File: config.mk
export PLATFORM = sky130hd
export DESIGN_NAME = pc_gen
export DESIGN_NICKNAME = d
export VERILOG_FILES = /design/src/rtl/pc_pkg.sv /design/src/rtl/pc_ras.sv /design/src/rtl/pc_gen.sv
export SDC_FILE = /design/constraint.sdc
export NUM_CORES = 1
export LEC_CHECK = 0
export CELL_PAD_IN_SITES_DETAIL_PLACEMENT = 2
export CELL_PAD_IN_SITES_GLOBAL_PLACEMENT = 2
export CORE_ASPECT_RATIO = 0.75
export CORE_MARGIN = 5
export CORE_UTILIZATION = 28
export DETAILED_ROUTE_END_ITERATION = 8
export MAX_ROUTING_LAYER = met4
export PLACE_DENSITY_LB_ADDON = 0.1
export SYNTH_ARGS = -nofsm -noshare
export SYNTH_HDL_FRONTEND = slang
export SYNTH_SLANG_ARGS = --single-unit
File: constraint.sdc
create_clock -name clk -period 4.9 [get_ports clk]
set_input_delay 0.49 -clock clk [delete_from_list [all_inputs] [get_ports clk]]
set_output_delay 0.49 -clock clk [all_outputs]
set_load 0.05 [all_outputs]
File: src/rtl/pc_pkg.sv
// Shared types for the fetch-PC generator: FSM states, next-PC select codes
// and the STEP alignment mask helper.
package pc_pkg;

   typedef enum logic [1:0] {BOOT, RUN, HOLD} pc_state_e;

   typedef enum logic [2:0] {
      SEL_TRAP, SEL_REDIR, SEL_PEND, SEL_RAS, SEL_SEQ, SEL_HOLD
   } pc_sel_e;

   function automatic int unsigned align_mask(input int unsigned step);
      return step - 1;
   endfunction

endpackage

File: src/rtl/pc_ras.sv
// Circular return-address stack: push on full overwrites the oldest entry,
// push+pop in one cycle replaces the top in place.
module pc_ras #(
   parameter int XLEN  = 32,
   parameter int DEPTH = 4
) (
   input  logic            clk,
   input  logic            rst,
   input  logic            push,
   input  logic            pop,
   input  logic [XLEN-1:0] push_dat,
   output logic [XLEN-1:0] top,
   output logic            empty
);

   localparam int PW = $clog2(DEPTH);
   localparam logic [PW:0] FULL = (PW+1)'(DEPTH);

   logic [XLEN-1:0] mem [DEPTH];
   logic [PW-1:0]   ptr;
   logic [PW-1:0]   ptr_m1;
   logic [PW:0]     count;

   assign ptr_m1 = ptr - 1'b1;
   assign top    = mem[ptr_m1];
   assign empty  = (count == '0);

   always_ff @(posedge clk) begin
      if (rst) begin
         ptr   <= '0;
         count <= '0;
      end else begin
         case ({push, pop})
            2'b10: begin
               ptr <= ptr + 1'b1;
               if (count != FULL) count <= count + 1'b1;
            end
            2'b01: begin
               ptr   <= ptr_m1;
               count <= count - 1'b1;
            end
            default: ;
         endcase
      end
   end

   // Storage needs no reset: count guards every read.
   always_ff @(posedge clk) begin
      if (push) mem[pop ? ptr_m1 : ptr] <= push_dat;
   end

endmodule

File: src/rtl/pc_gen.sv
// Fetch-PC generator: trap > redirect > pending redirect > RAS > sequential.
// Optional return-address stack enabled with macro PC_RAS_EN.
module pc_gen
   import pc_pkg::*;
#(
   parameter int              XLEN      = 32,
   parameter logic [XLEN-1:0] RESET_VEC = '0,
   parameter int              STEP      = 4,
   parameter int              RAS_DEPTH = 4
) (
   input  logic            clk,
   input  logic            rst,
   input  logic            stall,
   input  logic            redirect_vld,
   input  logic [XLEN-1:0] redirect_pc,
   input  logic            trap_vld,
   input  logic [XLEN-1:0] trap_pc,
   input  logic            fetch_rdy,
`ifdef PC_RAS_EN
   input  logic            ras_push,
   input  logic            ras_pop,
`endif
   output logic            fetch_vld,
   output logic [XLEN-1:0] fetch_pc,
   output logic            misalign
);

   localparam logic [XLEN-1:0] STEP_W = XLEN'(STEP);
   localparam logic [XLEN-1:0] MASK   = XLEN'(align_mask(STEP));

   pc_state_e       state, state_nxt;
   pc_sel_e         sel;
   logic [XLEN-1:0] pc, pc_nxt;
   logic [XLEN-1:0] pend_pc;
   logic            pend_vld;
   logic            squash;
   logic            advance;
   logic            blocked;
   logic            ras_hit;
   logic [XLEN-1:0] ras_top;

   // A squashed (invalid) request must not count as accepted.
   assign advance  = fetch_vld & fetch_rdy & ~stall;
   assign blocked  = (state != BOOT) & ~advance;
   assign fetch_pc = pc;

`ifdef PC_RAS_EN
   logic ras_empty;
   assign ras_hit = ras_pop & ~ras_empty;

   pc_ras #(.XLEN(XLEN), .DEPTH(RAS_DEPTH)) u_ras (
      .clk      (clk),
      .rst      (rst),
      .push     (ras_push),
      .pop      (sel == SEL_RAS),
      .push_dat (pc + STEP_W),
      .top      (ras_top),
      .empty    (ras_empty)
   );
`else
   assign ras_hit = 1'b0;
   assign ras_top = '0;
`endif

   always_ff @(posedge clk) begin
      if (rst) state <= BOOT;
      else     state <= state_nxt;
   end

   always_comb begin
      state_nxt = state;
      case (state)
         BOOT: state_nxt = RUN;
         RUN, HOLD: begin
            if (trap_vld)                    state_nxt = RUN;
            else if (redirect_vld)           state_nxt = advance ? RUN : HOLD;
            else if (state == HOLD && advance) state_nxt = RUN;
         end
         default: state_nxt = BOOT;
      endcase
   end

   always_comb begin
      fetch_vld = (state != BOOT) & ~squash;
   end

   always_comb begin
      sel = SEL_HOLD;
      if (trap_vld)              sel = SEL_TRAP;
      else if (redirect_vld)     sel = SEL_REDIR;
      else if (pend_vld)         sel = advance ? SEL_PEND : SEL_HOLD;
      else if (advance & ras_hit) sel = SEL_RAS;
      else if (advance)          sel = SEL_SEQ;
   end

   // pc already equals pend_pc while held; acceptance moves past it.
   always_comb begin
      case (sel)
         SEL_TRAP:  pc_nxt = trap_pc;
         SEL_REDIR: pc_nxt = redirect_pc;
         SEL_PEND:  pc_nxt = pend_pc + STEP_W;
         SEL_RAS:   pc_nxt = ras_top;
         SEL_SEQ:   pc_nxt = pc + STEP_W;
         default:   pc_nxt = pc;
      endcase
   end

   always_ff @(posedge clk) begin
      if (rst) begin
         pc       <= RESET_VEC;
         pend_vld <= 1'b0;
         pend_pc  <= '0;
         squash   <= 1'b0;
         misalign <= 1'b0;
      end else begin
         pc       <= pc_nxt;
         squash   <= (trap_vld | redirect_vld) & blocked;
         misalign <= (sel == SEL_TRAP || sel == SEL_REDIR || sel == SEL_RAS)
                     && ((pc_nxt & MASK) != '0);
         if (trap_vld) begin
            pend_vld <= 1'b0;
         end else if (redirect_vld) begin
            pend_vld <= blocked;
            pend_pc  <= redirect_pc;
         end else if (pend_vld && advance) begin
            pend_vld <= 1'b0;
         end
      end
   end

endmodule
==> results.md, run 1 <==
- The largest single stage delay on the critical path is 0.62 ns.
- The DRC violation count after routing is 0.
- The cell family with the largest share of critical-path delay is simple AND/OR/NAND/NOR gates.
- The number of inserted filler cells in the final layout is 1824.
- Power spread over the standard cell area amounts to 291 mW/mm².
- The final standard cell utilization of the core is 0.388.
- The floorplan step set the die height to 119 µm.
- In this run the tightest slew margin relative to its limit is 0.269.
- Across the routed clock network, the largest skew measured is 0.00756 ns.
- The number of cells on the critical path is 14.
- The leakage dissipation is 2.16 nW.
- The worst setup path endpoint is fetch_pc[22]$_SDFFE_PP0P_.
- After synthesis, the mean cell area works out to 7.21 µm².
- Among all flip-flop cells after synthesis, the most frequent one is dfxtp_1.
- Data on the critical path is required at its endpoint by 5.13 ns.
- The number of max-slew violations in the final report is 0.
- The area fraction in compound gates after synthesis is 0.247.
- Dividing the detail-routed wire length by the instance count gives 23.4 µm.
- The min-delay analysis places its worst path in the category reg -> reg.
- The number of different library cells in the post-synthesis netlist is 61.
- The x dimension of the die is 156 µm.
- The via count of the first global-routing pass came to 5706.
- The peak-usage layer in the global routing report is met2.
- The worst setup path is launched from a flop.
- Of all nets on the critical path, the largest fanout is 10.
- The port buffer count is 103.
- TritonCTS built the clock tree.
- The setup check on the worst reg-to-reg path leaves a slack of 0.83 ns.
- Walking the worst path, the cells encountered are inv_1, ha_1, or4b_1, nor2_1, buf_4, nand2_1, nand2_1, ha_1, and4_1, nand4_1, a22oi_2, nand3_1, xor2_1, o311ai_1.
- The H-tree was split into 3 levels.
- The endpoint identified for the worst register-to-register timing path is fetch_pc[22]$_SDFFE_PP0P_.
- The post-route clock period utilization is 0.830.
- For this run, global-route usage on met1 was measured as 0.323.
- For the pin with the worst max-slew slack, the measured transition is 1.09 ns.
- Overall power consumption after layout is estimated at 0.00174 W.
- The run finished with clean final reports.
- The worst voltage drop across the vdd grid is 0.140 mV.
- The site row count is 39.
- The type of destination of the critical path is a flop.
- The detail route stage leaves a number of antenna-violating nets equal to 0.
- Across every metal layer, demand over resource in global routing totals 0.239.
- Entering global routing, the biggest net connects 58 pins.
- Of the total synthesized cell area, the portion taken by full adders, half adders and majority gates is 0.0141.
- The detailed-route wire length is 21400 µm.
- In the global route stage, met2 resource usage came out at 0.373.
- Data on the critical path arrives at its endpoint at 4.30 ns.
- For this run, the number of Yosys warnings is 0.
- Of the cells placed in the final design, the portion with a size suffix greater than 1 is 0.0636.
- The most critical setup path has its startpoint at state[0]$_SDFFE_PP0P_.
- For this run, the register share of the synthesized area comes to 0.310.
- The critical register-to-register path startpoint is state[0]$_SDFFE_PP0P_.
- The cell area after placement is 0.00568 mm².
- When the netlist entered floorplanning its net count stood at 692.
- The post-synthesis cell count is 617.
- The mux contribution to synthesized area is 0.0523.
- The routed design could run at a clock period as short as 4.07 ns.
- The kind of critical path is reg -> reg.
- The final standard cell area without fillers is 0.00598 mm².
- Setup repair after global routing left no endpoint under its margin.
- After synthesis the netlist holds a flip-flop and latch count of 69.
- The remaining global-route overflow is 0.
- The number of nets in the finished design is 780.
- The initial antenna violation count is 0.
- The total negative slack is 0 ns.
- The wire length of the first global-routing pass is 33700 µm.
- The quantity of gates resized following cts is 0.
- Yosys mapped a number of flops with a built-in enable equal to 0.
- Using the TritonRoute via totals, the vias-per-cell ratio works out to 5.64.
- The starting density of the core is 0.289.
- The floorplan step defined a core boundary enclosing 0.0154 mm².
- Of the total synthesized cell area, the portion taken by AND, OR, NAND and NOR gates is 0.282.
- The number of clock sinks seen by CTS is 69.
- The setup violation total in the final timing report is 0.
- After synthesis, the largest family of logic cells by area is simple AND/OR/NAND/NOR gates.
- The longest clock path from root to sink contains 2 buffers.
- Static timing analysis puts the maximum clock frequency at 246 MHz.
- In the global route stage, met3 resource usage came out at 0.0442.
- The tool flagged a number of max-cap violations equal to 0.
- The number of placed I/O pins is 104.
- The proportion of register bits with asynchronous set or reset after synthesis is 0.
- The count of vias placed by the detailed router is 5145.
- The number of violations reported at the end of detailed-routing iteration 0 is 327.
- The final weighted congestion in routability-driven placement is 0.859.
- The setup fix buffers added after clock tree synthesis is 0.
- The number of antenna diodes in the final layout is 0.
- Summed over all nets, the half-perimeter wirelength after detailed placement is 14900 µm.
- Clock-pin slew was measured on the worst setup and hold paths at 0.06 ns.
- The final-report hold violation count is 0.
- Of the total synthesized cell area, the portion taken by XOR and XNOR cells is 0.0492.
- The insertion delay to the later sink of the worst-skew pair is 0.35 ns.
- The buffer and inverter count on the worst path is 2.
- The path depth of the worst reg2reg path is 14.
- The area overhead of the layout relative to synthesis is 34.4%.
- Summing every instance area after synthesis gives 0.00445 mm².
- The first TritonRoute pass finished after 5 iterations.
- The worst-path cell with the longest stage delay is or4b_1.
- The number of buffers created by CTS is 9.
- The cts-stage hold buffer count is 0.
- The root buffer cell chosen for the clock tree is clkbuf_16.
- The die covers 0.0185 mm².
-- area by class of cell --
type / count / area, µm² / area share
flip-flops and latches: 69 / 1380 / 0.231
clock buffers: 13 / 270 / 0.0452
clock inverters: 1 / 30.0 / 0.00502
multi-input cells: 497 / 2870 / 0.480
repair buffers: 118 / 1130 / 0.190
well taps: 205 / 256 / 0.0429
inverters: 10 / 37.5 / 0.00628
-- layout by cell type, fill, tap and decap left out, types with 6 or more instances in the layout --
| cell | n |
|---|---|
| a211oi_1 | 6 |
| a21oi_1 | 78 |
| and3_1 | 13 |
| buf_4 | 15 |
| clkbuf_16 | 9 |
| clkdlybuf4s50_1 | 101 |
| dfxtp_1 | 69 |
| inv_1 | 10 |
| mux2i_1 | 21 |
| nand2_1 | 110 |
| nand3_1 | 21 |
| nand4_1 | 14 |
| nor2_1 | 58 |
| nor3_1 | 23 |
| o21ai_0 | 30 |
| o22ai_1 | 12 |
| xnor2_1 | 15 |
| xor2_1 | 10 |
-- power breakdown --
group / internal (W) / switching [W]
clock: 0.000431 / 0.000263
combinational: 0.000155 / 0.000238
sequential: 0.000597 / 0.0000558
-- through the flow --
step	hold WS [ns]	setup slack [ns]	instances
after floorplan	0.436	1.19	617
after global placement	0.446	0.971	899
after detailed placement	0.457	0.764	899
after CTS	0.465	0.803	913
after global routing	0.497	0.549	913
final	0.460	0.833	913
-- cells in the mapped netlist (all sizes together), types with 10 or more instances --
cell type  number  area, µm²
a21oi          78        390
and3           13       81.3
clkbuf         33        124
dfxtp          69       1380
inv            10       37.5
mux2i          21        210
nand2         110        413
nand3          21        105
nand4          14       87.6
nor2           59        221
nor3           24        125
o21ai          33        165
o22ai          12       75.1
xnor2          15        131
xor2           10       87.6
-- worst min path at each step --
stage	start	to	slack, ns	cells past startpoint
6_report	pend_pc[1]$_SDFFE_PP0P_	pend_pc[1]$_SDFFE_PP0P_	0.46	2
5_1_grt	pend_pc[1]$_SDFFE_PP0P_	pend_pc[1]$_SDFFE_PP0P_	0.50	2
4_1_cts	pend_pc[1]$_SDFFE_PP0P_	pend_pc[1]$_SDFFE_PP0P_	0.47	2
3_5_place_dp	pend_pc[1]$_SDFFE_PP0P_	pend_pc[1]$_SDFFE_PP0P_	0.46	2
3_3_place_gp	pend_pc[1]$_SDFFE_PP0P_	pend_pc[1]$_SDFFE_PP0P_	0.45	2
2_1_floorplan	pend_pc[0]$_SDFFE_PP0P_	pend_pc[0]$_SDFFE_PP0P_	0.44	2
-- cell families after synthesis --
logic type | Yosys count
buffers and inverters | 51
muxes | 23
DFF | 69
AOI/OAI and AO/OA | 177
and+or+nand+nor | 267
adders and majority gates | 5
xor gates and xnor gates | 25
-- worst reg2reg max path, cell delays in order, from the launching register on --
cell and delay [ns]:
dfxtp_1 0.39, inv_1 0.09, ha_1 0.31, or4b_1 0.62
nor2_1 0.19, buf_4 0.21, nand2_1 0.07, nand2_1 0.08
ha_1 0.27, and4_1 0.30, nand4_1 0.15, a22oi_2 0.61
nand3_1 0.19, xor2_1 0.18, o311ai_1 0.30
-- metal layers --
metal | part of all wire | up-vias | wire [µm]
met5 | 0 | - | 0
met4 | 0.014 | 0 | 303
met3 | 0.045 | 20 | 951
met2 | 0.46 | 136 | 9840
met1 | 0.48 | 2594 | 10300
li1 | - | 2395 | -
-- registers in the layout, indices dropped and copies added (netlist names) --
name      cells
fetch_pc     32
misalign      1
pend_pc      32
pend_vld      1
squash        1
state         2
Note: power is estimated with default switching activity, not from simulation.
==> run 2, diff against run 1 <==
Clock period 4.9 ns to 3.9 ns, I/O delays scaled along.
==> run 2 against run 1 <==
First-iteration DRC count shrank 12%. Design area grew 1.3%. Count of clock-buffer cells in the layout is the same. Critical path depth grew 1. Clock power grew 17%. Critical endpoint unchanged.
==> results.md, run 2 (same netlist as run 1, synthesis figures left out) <==
- The final standard cell utilization of the core was 0.393 (+0.00503).
- The final weighted congestion in routability-driven placement is 0.870 (+1.2%).
- The count of max-cap constraint violations is 0 (unchanged).
- The final standard cell area without fillers is 0.00606 mm² (+1.3%).
- The site row count was 39 (unchanged).
- The number of max-slew violations in the final report was 0 (unchanged).
- The number of buffers between clock root and the deepest sink came to 2 (unchanged).
- The starting density of the core came to 0.289 (unchanged).
- The H-tree depth reported by CTS is 3 (unchanged).
- The flow ran to the end, and the final reports show no timing, DRC or antenna violations.
- The DRC violation count after routing is 0 (unchanged).
- The buffer and inverter count on the worst path is 3 (+1).
- The remaining global-route overflow came to 0 (unchanged).
- The library cell used most frequently in the layout, excluding fill and tap cells, is nand2_1.
- The power consumption is 0.00213 W (+22%).
- The number of nets in the finished design is 789 (+1.2%).
- The register clock-pin slew on the reported worst setup and hold paths is 0.06 ns (about the same).
- The leakage dissipation was 2.21 nW (+2.2%).
- The fraction of final layout cells sized beyond drive strength 1 is 0.0767 (+0.0131).
- The sequential share of power is 0.384 (+0.009).
- The wire length of the first global-routing pass is 32900 µm (-2.4%).
- The post-route clock period utilization is 0.910 (+0.0801).
- The clock share of power is 0.382 (-0.017).
- Setup repair after global routing left no endpoint under its margin.
- The final HPWL from detailed placement is 14800 µm (-0.39%).
- The kind of critical path is reg -> reg.
- The total iterations of the first detailed-routing run is 4 (-1).
- The worst voltage drop across the vdd grid came to 0.236 mV (+69%).
- The delay of the slowest critical-path stage is 0.59 ns (-0.03 ns).
- The slew at the pin with the worst max-slew slack is 0.815 ns (-0.279 ns).
- The timing-limited maximum frequency is 282 MHz (+15%).
- The combinational share of power was 0.234 (+0.008).
- The cell family with the largest share of critical-path delay is simple AND/OR/NAND/NOR gates.
- The largest fanout on the critical path is 6 (-4).
- The number of buffers created by CTS is 9 (unchanged).
- The die area came to 0.0185 mm² (unchanged).
- The switching share of power is 0.323 (+0.00271).
- The via count normalized by instance count came to 5.59 (-0.78%).
- The die extent in y is 119 µm (unchanged).
- The total negative slack is 0 ns (unchanged).
- The routed wire length per instance came to 22.4 µm (-4.1%).
- The worst hold slack is 0.467 ns (+0.00684 ns).
- The area of the core is 0.0154 mm² (unchanged).
- The port buffer count was 103 (unchanged).
- The number of clock sinks seen by CTS was 69 (unchanged).
- The overall fraction of global-route tracks in use was 0.229 (-0.00954).
- The relative slew slack was 0.456 (+0.187).
- The type of destination of the critical path is a flop.
- The largest net degree at the start of global routing is 57 (-1.7%).
- The x dimension of the die is 156 µm (unchanged).
- The root buffer cell is clkbuf_16.
- The worst clock skew was 0.00655 ns (-0.00101 ns).
- The signal on the critical path passes through inv_1, ha_1, or4b_1, nor2_1, nand2_1, nand2_1, ha_1, and4_1, nand4_1, a22oi_2, buf_4, buf_12, nand3_1, xor2_1, o311ai_1.
- The detailed-route wire length is 20700 µm (-3.1%).
- The reported net switching power is 0.000687 W (+23%).
- On the critical path, the stage with the largest delay is an instance of or4b_1.
- In the layout the commonest cells are 110 x nand2_1, 101 x clkdlybuf4s50_1, 78 x a21oi_1.
- The final-report hold violation count came to 0 (unchanged).
- The number of cells on the critical path was 15 (+1).
- In this run the worst hold path is classified as reg -> reg.
- The number of placed I/O pins came to 104 (unchanged).
- The cell-internal power is 0.00144 W (+22%).
- The power per unit of standard cell area came to 352 mW/mm² (+21%).
- The instance count along the most critical hold path is 2 (unchanged).
- The quantity of gates resized following cts was 0 (unchanged).
- The required time of the critical path is 4.14 ns (-0.99 ns).
- The launching element type of the critical path is a flop.
- The initial antenna violation count was 0 (unchanged).
- The number of antenna diodes is 0 (unchanged).
- The number of violations reported at the end of detailed-routing iteration 0 is 288 (-12%).
- The post-route antenna net violation count is 0 (unchanged).
- The insertion delay to the later sink of the worst-skew pair is 0.34 ns (about the same).
- The time the worst path needs with I/O delays and setup is 3.55 ns (-0.517 ns).
- The critical path arrival is 3.79 ns (-0.51 ns).
- The setup violation total in the final timing report is 0 (unchanged).
- TritonCTS built the clock tree.
- The cell area after placement is 0.00574 mm² (+1.0%).
- The count of vias placed by the detailed router is 5155 (+0.19%).
- The via count of the first global-routing pass was 5705 (-0.018%).
- The area overhead of the layout relative to synthesis is 36.1%.
- The path depth of the worst reg2reg path is 15 (+1).
run 2: cell types whose count changed in the layout (fill, tap and decap cells not counted):
cell,previous run,this run
buf_4,15,22
bufinv_16,1,0
clkinv_2,0,1
buf_12,0,2
clkbuf_1,1,0
clkbuf_8,3,4
run 2: layout make-up:
type | count | area, µm²
clock buffers | 13 | 280
clock inverters | 1 | 5.00
fillers | 1807 | 9360
inverters | 10 | 37.5
multi-input cells | 497 | 2870
flip-flops and latches | 69 | 1380
well taps | 205 | 256
repair buffers | 127 | 1230
run 2: per-stage QoR:
| step | instances | setup slack (ns) |
|---|---|---|
| after floorplan | 617 | 0.186 |
| after global placement | 905 | 0.217 |
| after detailed placement | 905 | 0.0139 |
| after CTS | 919 | 0.0395 |
| after global routing | 922 | 0.123 |
| final | 922 | 0.350 |
run 2: worst paths after layout:
check                                start                   endpoint  slack [ns]
setup / recovery     state[0]$_SDFFE_PP0P_  fetch_pc[22]$_SDFFE_PP0P_        0.35
hold / removal    pend_pc[25]$_SDFFE_PP0P_   pend_pc[25]$_SDFFE_PP0P_        0.47
setup reg to reg     state[0]$_SDFFE_PP0P_  fetch_pc[22]$_SDFFE_PP0P_        0.35
hold reg to reg   pend_pc[25]$_SDFFE_PP0P_   pend_pc[25]$_SDFFE_PP0P_        0.47
run 2: what timing repair did:
action,in CTS,in global routing
endpoints found under the setup margin,0,7
buffers inserted,0,3
hold buffers,0,0
run 2: power by group through the flow:
stage               Sequential, W  Combinational [W]  Clock (W)
finish                   0.000817           0.000499   0.000814
detailed placement       0.000830           0.000497          0
CTS                      0.000816           0.000503   0.000831
global route             0.000825           0.000536   0.000855
floorplan                0.000894           0.000196          0
global placement         0.000827           0.000484          0
run 2: tightest hold or removal path: cells and delay by family, from the launching register on:
family           cells  cell delay [ns]
AO/OA/AOI/OAI        1             0.05
flip-flops           1             0.31
AND/OR/NAND/NOR      1             0.06
run 2: layer usage:
metal / track usage / wire length (µm) / share of wire
met5: - / 0 / 0
met4: 0.0366 / 178 / 0.0086
met1: 0.312 / 10100 / 0.49
met3: 0.0326 / 851 / 0.041
met2: 0.369 / 9570 / 0.46
